[src/rtl/uart_rx_param_if.sv]
// uart_rx_param_if: connects a serial line source to the receiver's
// character output. The line side (rx, rx_en) is driven by the master.
// The receiver is the slave and drives the character, strobe, error
// flags and busy.
interface uart_rx_param_if #(
  parameter int DATA_BITS = 8
) ();
  logic                 rx;
  logic                 rx_en;
  logic [DATA_BITS-1:0] data;
  logic                 done;
  logic                 err;
  logic                 parity_err;
  logic                 busy;

  modport master (
    output rx,
    output rx_en,
    input  data,
    input  done,
    input  err,
    input  parity_err,
    input  busy
  );

  modport slave (
    input  rx,
    input  rx_en,
    output data,
    output done,
    output err,
    output parity_err,
    output busy
  );
endinterface

[src/rtl/uart_rx_param.sv]
// uart_rx_param: parametrised UART receiver with an oversampling tick
// generator, configurable width, parity and stop bits, false-start
// rejection and separate framing and parity error flags.
//
// Optional feature macro: UART_RX_MAJORITY_VOTE_EN.
// - When defined, every sample point takes a 2-of-3 majority vote of the
//   synchronised line at ticks OVERSAMPLE/2-1, OVERSAMPLE/2 and
//   OVERSAMPLE/2+1.
// - When undefined, each sample point is a single sample at tick
//   OVERSAMPLE/2.
module uart_rx_param #(
  parameter int CLK_FREQ   = 100_000_000,
  parameter int BAUD       = 9600,
  parameter int OVERSAMPLE = 16,
  parameter int DATA_BITS  = 8,
  parameter int PARITY     = 0,
  parameter int STOP_BITS  = 1
) (
  input  logic           clk,
  input  logic           rst,
  uart_rx_param_if.slave bus
);

  localparam int DIV_RAW = CLK_FREQ / (BAUD * OVERSAMPLE);
  localparam int DIV     = (DIV_RAW < 1) ? 1 : DIV_RAW;
  localparam int DW      = (DIV > 1) ? $clog2(DIV) : 1;
  localparam int CW      = $clog2(OVERSAMPLE + 1);
  localparam int BW      = $clog2(DATA_BITS + 1);

  // First decision point after the start edge. The vote needs one
  // extra tick so that it can see the sample after mid-bit.
`ifdef UART_RX_MAJORITY_VOTE_EN
  localparam int DEC_START = OVERSAMPLE / 2 + 1;
`else
  localparam int DEC_START = OVERSAMPLE / 2;
`endif

  localparam logic [CW-1:0] DEC_START_C = CW'(DEC_START);
  localparam logic [CW-1:0] DEC_BIT_C   = CW'(OVERSAMPLE);
  localparam logic [DW-1:0] DIV_LAST    = DW'(DIV - 1);
  localparam logic [BW-1:0] DATA_LAST   = BW'(DATA_BITS - 1);
  localparam logic [BW-1:0] STOP_LAST   = BW'(STOP_BITS - 1);

  typedef enum logic [2:0] {
    S_IDLE,
    S_START,
    S_DATA,
    S_PARITY,
    S_STOP
  } state_t;

  state_t                 state_q, state_d;
  logic                   rx_meta_q, rx_s_q, rx_prev_q;
  logic [DW-1:0]          div_cnt_q, div_cnt_d;
  logic [CW-1:0]          os_cnt_q, os_cnt_d;
  logic [BW-1:0]          bit_cnt_q, bit_cnt_d;
  logic [DATA_BITS-1:0]   shift_q, shift_d;
  logic                   par_acc_q, par_acc_d;
  logic                   perr_acc_q, perr_acc_d;
  logic                   ferr_acc_q, ferr_acc_d;
  logic                   brk_q, brk_d;
  logic [DATA_BITS-1:0]   data_q, data_d;
  logic                   done_q, done_d;
  logic                   err_q, err_d;
  logic                   perr_q, perr_d;

  logic                   tick;
  logic                   decide;
  logic                   sample_bit;
  logic                   stop_low;
  logic [CW-1:0]          os_next;

  assign tick    = (div_cnt_q == DIV_LAST);
  assign os_next = os_cnt_q + 1'b1;
  assign decide  = tick &&
                   (os_next == ((state_q == S_START) ? DEC_START_C : DEC_BIT_C));

  // Two-flop synchroniser on the line plus a delayed copy for edge detection.
  always_ff @(posedge clk) begin
    if (rst) begin
      rx_meta_q <= 1'b1;
      rx_s_q    <= 1'b1;
      rx_prev_q <= 1'b1;
    end else begin
      rx_meta_q <= bus.rx;
      rx_s_q    <= rx_meta_q;
      rx_prev_q <= rx_s_q;
    end
  end

`ifdef UART_RX_MAJORITY_VOTE_EN
  logic [1:0] hist_q;

  // Keep the line value seen on the two previous ticks for the vote.
  always_ff @(posedge clk) begin
    if (rst) begin
      hist_q <= 2'b11;
    end else if (tick) begin
      hist_q <= {hist_q[0], rx_s_q};
    end
  end

  assign sample_bit = (hist_q[1] & hist_q[0]) |
                      (hist_q[1] & rx_s_q)    |
                      (hist_q[0] & rx_s_q);
`else
  assign sample_bit = rx_s_q;
`endif

  // Receiver state and datapath registers.
  always_ff @(posedge clk) begin
    if (rst) begin
      state_q    <= S_IDLE;
      div_cnt_q  <= '0;
      os_cnt_q   <= '0;
      bit_cnt_q  <= '0;
      shift_q    <= '0;
      par_acc_q  <= 1'b0;
      perr_acc_q <= 1'b0;
      ferr_acc_q <= 1'b0;
      brk_q      <= 1'b0;
      data_q     <= '0;
      done_q     <= 1'b0;
      err_q      <= 1'b0;
      perr_q     <= 1'b0;
    end else begin
      state_q    <= state_d;
      div_cnt_q  <= div_cnt_d;
      os_cnt_q   <= os_cnt_d;
      bit_cnt_q  <= bit_cnt_d;
      shift_q    <= shift_d;
      par_acc_q  <= par_acc_d;
      perr_acc_q <= perr_acc_d;
      ferr_acc_q <= ferr_acc_d;
      brk_q      <= brk_d;
      data_q     <= data_d;
      done_q     <= done_d;
      err_q      <= err_d;
      perr_q     <= perr_d;
    end
  end

  // Next-state logic: tick generation, frame sequencing and the result strobe.
  always_comb begin
    state_d    = state_q;
    div_cnt_d  = tick ? '0 : div_cnt_q + 1'b1;
    os_cnt_d   = os_cnt_q;
    bit_cnt_d  = bit_cnt_q;
    shift_d    = shift_q;
    par_acc_d  = par_acc_q;
    perr_acc_d = perr_acc_q;
    ferr_acc_d = ferr_acc_q;
    // A break lock clears once the line is seen high.
    brk_d      = brk_q & ~rx_s_q;
    data_d     = data_q;
    done_d     = 1'b0;
    err_d      = 1'b0;
    perr_d     = 1'b0;
    stop_low   = ferr_acc_q | ~sample_bit;

    if (state_q == S_IDLE) begin
      if (bus.rx_en && !brk_q && rx_prev_q && !rx_s_q) begin
        // Restart the tick generator so sampling is phase-aligned to the edge.
        state_d   = S_START;
        div_cnt_d = '0;
        os_cnt_d  = '0;
      end
    end else if (!bus.rx_en) begin
      state_d = S_IDLE;
    end else if (tick) begin
      os_cnt_d = os_next;
      if (decide) begin
        os_cnt_d = '0;
        case (state_q)
          S_START: begin
            if (sample_bit) begin
              state_d = S_IDLE;
            end else begin
              state_d    = S_DATA;
              bit_cnt_d  = '0;
              par_acc_d  = 1'b0;
              perr_acc_d = 1'b0;
              ferr_acc_d = 1'b0;
            end
          end
          S_DATA: begin
            shift_d   = {sample_bit, shift_q[DATA_BITS-1:1]};
            par_acc_d = par_acc_q ^ sample_bit;
            if (bit_cnt_q == DATA_LAST) begin
              bit_cnt_d = '0;
              state_d   = (PARITY != 0) ? S_PARITY : S_STOP;
            end else begin
              bit_cnt_d = bit_cnt_q + 1'b1;
            end
          end
          S_PARITY: begin
            // Odd parity wants an odd total of ones; even parity wants even.
            perr_acc_d = (PARITY == 1) ? ~(par_acc_q ^ sample_bit)
                                       :  (par_acc_q ^ sample_bit);
            state_d    = S_STOP;
          end
          S_STOP: begin
            if (bit_cnt_q == STOP_LAST) begin
              state_d = S_IDLE;
              data_d  = shift_q;
              done_d  = 1'b1;
              err_d   = stop_low;
              perr_d  = perr_acc_q;
              brk_d   = ~sample_bit;
            end else begin
              bit_cnt_d  = bit_cnt_q + 1'b1;
              ferr_acc_d = stop_low;
            end
          end
          default: state_d = S_IDLE;
        endcase
      end
    end
  end

  assign bus.data       = data_q;
  assign bus.done       = done_q;
  assign bus.err        = err_q;
  assign bus.parity_err = perr_q;
  assign bus.busy       = (state_q != S_IDLE);

endmodule

[src/flat_wrapper.sv]
// flat-port wrapper written by rule: the top's interface ports become plain ports
module uart_rx_param_flat 
#(
  parameter int CLK_FREQ   = 100_000_000,
  parameter int BAUD       = 9600,
  parameter int OVERSAMPLE = 16,
  parameter int DATA_BITS  = 8,
  parameter int PARITY     = 0,
  parameter int STOP_BITS  = 1
)
  (clk, rst, bus_rx, bus_rx_en, bus_data, bus_done, bus_err, bus_parity_err, bus_busy);
  uart_rx_param_if #(.DATA_BITS(DATA_BITS)) bus_i ();
  input  logic clk;
  input  logic rst;
  input wire logic [$bits(bus_i.rx)-1:0] bus_rx;
  input wire logic [$bits(bus_i.rx_en)-1:0] bus_rx_en;
  output wire logic [$bits(bus_i.data)-1:0] bus_data;
  output wire logic [$bits(bus_i.done)-1:0] bus_done;
  output wire logic [$bits(bus_i.err)-1:0] bus_err;
  output wire logic [$bits(bus_i.parity_err)-1:0] bus_parity_err;
  output wire logic [$bits(bus_i.busy)-1:0] bus_busy;
  assign bus_i.rx = bus_rx;
  assign bus_i.rx_en = bus_rx_en;
  assign bus_data = bus_i.data;
  assign bus_done = bus_i.done;
  assign bus_err = bus_i.err;
  assign bus_parity_err = bus_i.parity_err;
  assign bus_busy = bus_i.busy;
  uart_rx_param #(.CLK_FREQ(CLK_FREQ), .BAUD(BAUD), .OVERSAMPLE(OVERSAMPLE), .DATA_BITS(DATA_BITS), .PARITY(PARITY), .STOP_BITS(STOP_BITS)) u_core (.clk(clk), .rst(rst), .bus(bus_i));
endmodule
[config.mk]
export PLATFORM = sky130hd
export DESIGN_NAME = uart_rx_param_flat
export DESIGN_NICKNAME = d
export VERILOG_FILES = /design/src/rtl/uart_rx_param_if.sv /design/src/rtl/uart_rx_param.sv /design/src/flat_wrapper.sv
export SDC_FILE = /design/constraint.sdc
export NUM_CORES = 1
export LEC_CHECK = 0
export CORE_MARGIN = 5
export CORE_UTILIZATION = 42
export DETAILED_ROUTE_END_ITERATION = 8
export PLACE_DENSITY_LB_ADDON = 0.12
export SLEW_MARGIN = 5
export SYNTH_ARGS = -nofsm -noshare
export SYNTH_HDL_FRONTEND = slang
export SYNTH_SLANG_ARGS = --single-unit
[constraint.sdc]
create_clock -name clk -period 2.1 [get_ports clk]
set_clock_uncertainty 0.1 [all_clocks]
set_input_delay 0.42 -clock clk [delete_from_list [all_inputs] [get_ports clk]]
set_output_delay 0.42 -clock clk [all_outputs]
set_load 0.01 [all_outputs]
==> summary.md <==
| Metric | Value |
|---|---|
| Synth unique cells | `64` |
| Gpl congestion | `0.797` |
| CTS max path bufs | `2` |
| Max IR drop VDD | `0.413 mV` |
| FF-to-FF End | `u_core.par_acc_q` |
| PwrDens | `531 nW/um^2` |
| Port Buf Inserts | `15` |
| Clk_lat worst skew | `0.31 ns` |
| Failing checks | `negative setup slack` |
| Number of global-route vias before repair | `1,908` |
| Depth of the most critical reg-to-reg path | `8` |
| Post-synthesis sequential area ratio | `40.0%` |
| Dpl hpwl | `3820 um` |
| Top FF cell, synth | `dfxtp_1` |
| Crit path capture type | `register` |
| Die W | `85.6 um` |
| CP cell instances | `ha_4 -> a21bo_1 -> a211oi_4 -> o21ai_4 -> buf_4 -> a21oi_4 -> o21ai_1 -> a221o_1` |
| Most frequent cells in the layout | `44 x dfxtp_1, 39 x buf_4, 35 x nor2_1, 27 x nand2_1, 14 x a21oi_1` |
| Least-Margin Pin Slew | `0.314 ns` |
| Final Hold Vio Count | `0` |
| Die ar. | `7330 um^2` |
| Power, Total | `1.72 mW` |
| Largest net degree at the start of global routing | `16` |
| Crit path DAT | `2.21 ns` |
| H-Tree Depth | `2` |
| Final net count | `332` |
| Die Y | `85.6 um` |
| DR iter-0 viols | `81` |
| Final Cycle Share | `101%` |
| Antenna Cells | `0` |
| RSZ-0062 raised after global routing | `true` |
| Post-synthesis register bit count | `48` |
| Crit path capture | `u_core.par_acc_q` |
| Setup tns final | `-0.0370 ns` |
| Syn Nets | `274` |
| CP max-delay cell | `dfxtp_2` |
| CTS tree | `yes` |
| Inst Count DP | `384` |
| WS Path Type | `register to register` |
| Placeable Area | `5540 um^2` |
| Leakage power | `1.22 nW` |
| Final Util | `58.5%` |
| Run status | `complete, but fails checks` |
| Cell Count, Final, Fillers Out | `395` |
| Worst setup margin | `-0.0153 ns` |
| Synth-to-Final Area Change | `34.9%` |
| DR vias/cell | `5.10` |
| Detail Route Antenna Nets | `0` |
| Synth Instances | `264` |
| Filler cell count | `511` |
| Post-synth EDFFs | `0` |
| Initial antenna violation count | `0` |
| Worst path required time | `2.19 ns` |
| Reg2reg setup slack | `-0.02 ns` |
| FF-to-FF Start | `u_core.os_cnt_q[0]` |
| First-pass GRT wire length | `8790 um` |
| Final number of max-transition violations | `0` |
| Clk pin slew, worst setup/hold paths | `0.09 ns` |
| Yosys synthesis warning count | `0` |
| Initial Util | `43.3%` |
| FMAX | `473 MHz` |
| CP peak stage delay | `0.35 ns` |
| WL per Instance | `13.4 um` |
| Overflow after GRT | `0` |
| Clock sinks | `48` |
| Worst setup path start | `u_core.os_cnt_q[0]` |
| Drt first pass iters | `4` |
| Cell Area, Synth | `2400 um^2` |
| Hold crit path type | `register to register` |
| Startpoint type of the worst setup path | `register` |
| Crit Path Max Fanout | `5` |
| WL final | `5300 um` |
| Proportion of layout cells with a drive suffix above 1 | `30.7%` |
| Placement-stage worst setup slack | `-0.395 ns` |
| Hold buffer count at cts | `0` |
| Setup Viol. Count Final | `3` |
| Root Driver | `clkbuf_8` |
| Max Cap Viol | `0` |
| Commonest non-fill, non-tap cell in the layout | `dfxtp_1` |
| Synth Area per Inst | `9.09 um^2` |
| Via Count | `2,015` |
| CTS Buf Count | `5` |
| Min Tclk post-route | `2.12 ns` |
| Cell row count | `27` |
| Normalized max-slew margin | `79.1%` |
| DRC | `0` |
| Async set-reset flop share out of synthesis | `0%` |
| IO Count | `16` |
| Tot GR Track Use | `14.9%` |
metrics by stage:
step | hold WS, ns | area, um^2
after floorplan | 0.289 | 2410
after global placement | 0.294 | 2980
after detailed placement | 0.307 | 2980
after CTS | 0.328 | 3170
after global routing | 0.343 | 3240
final | 0.323 | 3240
cells in the mapped netlist (2+ instances only):
library cell	n	share of area [%]
ha_1	6	3.1
nor3b_1	6	1.9
nor3_1	4	0.83
a31oi_1	3	0.78
mux2i_1	9	3.8
a211oi_1	2	0.63
buf_2	2	0.42
or3_1	2	0.52
nor3_2	2	0.83
xor2_1	6	2.2
nand3_1	11	2.3
nand3b_1	3	0.94
nand2_1	28	4.4
xnor2_1	4	1.5
a21o_1	2	0.63
inv_1	5	0.78
clkbuf_1	7	1.1
nand2b_1	5	1.3
nor2b_1	8	2.1
and2_1	2	0.52
or2_2	4	1.0
dfxtp_1	48	40
nor2_1	35	5.5
o21ai_0	3	0.63
nor4b_1	2	0.73
a21oi_1	15	3.1
o31a_1	2	0.73
a211o_1	2	0.73
worst min-delay path by stage:
stage               slack (ns)             start            end  cells past startpoint
global route              0.34  u_core.rx_meta_q  u_core.rx_s_q                      1
finish                    0.32  u_core.rx_meta_q  u_core.rx_s_q                      1
floorplan                 0.29  u_core.rx_meta_q  u_core.rx_s_q                      1
detailed placement        0.31  u_core.rx_meta_q  u_core.rx_s_q                      1
global placement          0.29  u_core.rx_meta_q  u_core.rx_s_q                      1
CTS                       0.33  u_core.rx_meta_q  u_core.rx_s_q                      1
repair_timing:
item	4_1_cts	5_1_grt
endpoints found under the setup margin	25	34
gates resized for setup	15	15
pin swaps	14	4
setup buffers	3	0
routing by layer:
layer | vias to the layer above | GRT usage [%] | wire [um]
met3 | 13 | 2.88 | 144
li1 | 1038 | - | -
met5 | - | 0 | 0
met2 | 26 | 23.1 | 2350
met4 | 0 | 7.91 | 148
met1 | 938 | 19.7 | 2650
flip-flops by register name, summed over array words and instances, names as in the netlist:
register / flops
u_core.rx_prev_q: 1
u_core.bus.err: 1
u_core.ferr_acc_q: 1
u_core.par_acc_q: 1
u_core.shift_q: 8
u_core.rx_s_q: 1
u_core.os_cnt_q: 5
u_core.bus.done: 1
u_core.bit_cnt_q: 4
u_core.bus.data: 8
u_core.div_cnt_q: 10
u_core.rx_meta_q: 1
u_core.state_q: 3
u_core.bus.parity_err: 1
u_core.brk_q: 1
u_core.perr_acc_q: 1
worst max-delay path: cells and delay by family (launching register included):
kind                     cells  cell delay, ns
AO/OA/AOI/OAI                6            1.22
flip-flops                   1            0.35
adder cells (fa/ha/maj)      1            0.17
buffers and inverters        1            0.17
power breakdown:
group / switching [mW] / total, mW / internal [mW]
sequential: 0.00824 / 0.926 / 0.918
combinational: 0.0470 / 0.0880 / 0.0409
clock: 0.318 / 0.707 / 0.389
total: 0.373 / 1.72 / 1.35
cell type report:
class / instances / area (um^2) / area share, %
timing repair buffer: 61 / 554 / 17.1
inverter: 6 / 22.5 / 0.695
clock buffer: 6 / 82.6 / 2.55
tap: 72 / 90.1 / 2.78
multi-input combinational: 200 / 1490 / 45.8
sequential: 48 / 966 / 29.8
clock inverter: 2 / 38.8 / 1.20
logic make-up (layout without fill, tap and decap cells):
logic type,after synthesis,after routing,synth area share [%]
compound gates,47,47,17.1
xor+xnor,10,10,3.65
fa+ha+maj,6,6,3.13
buf+inv,16,75,2.76
flops,48,48,40.0
mux,10,10,4.22
simple gates,127,127,29.1
Power figures use the tool's default switching activity.
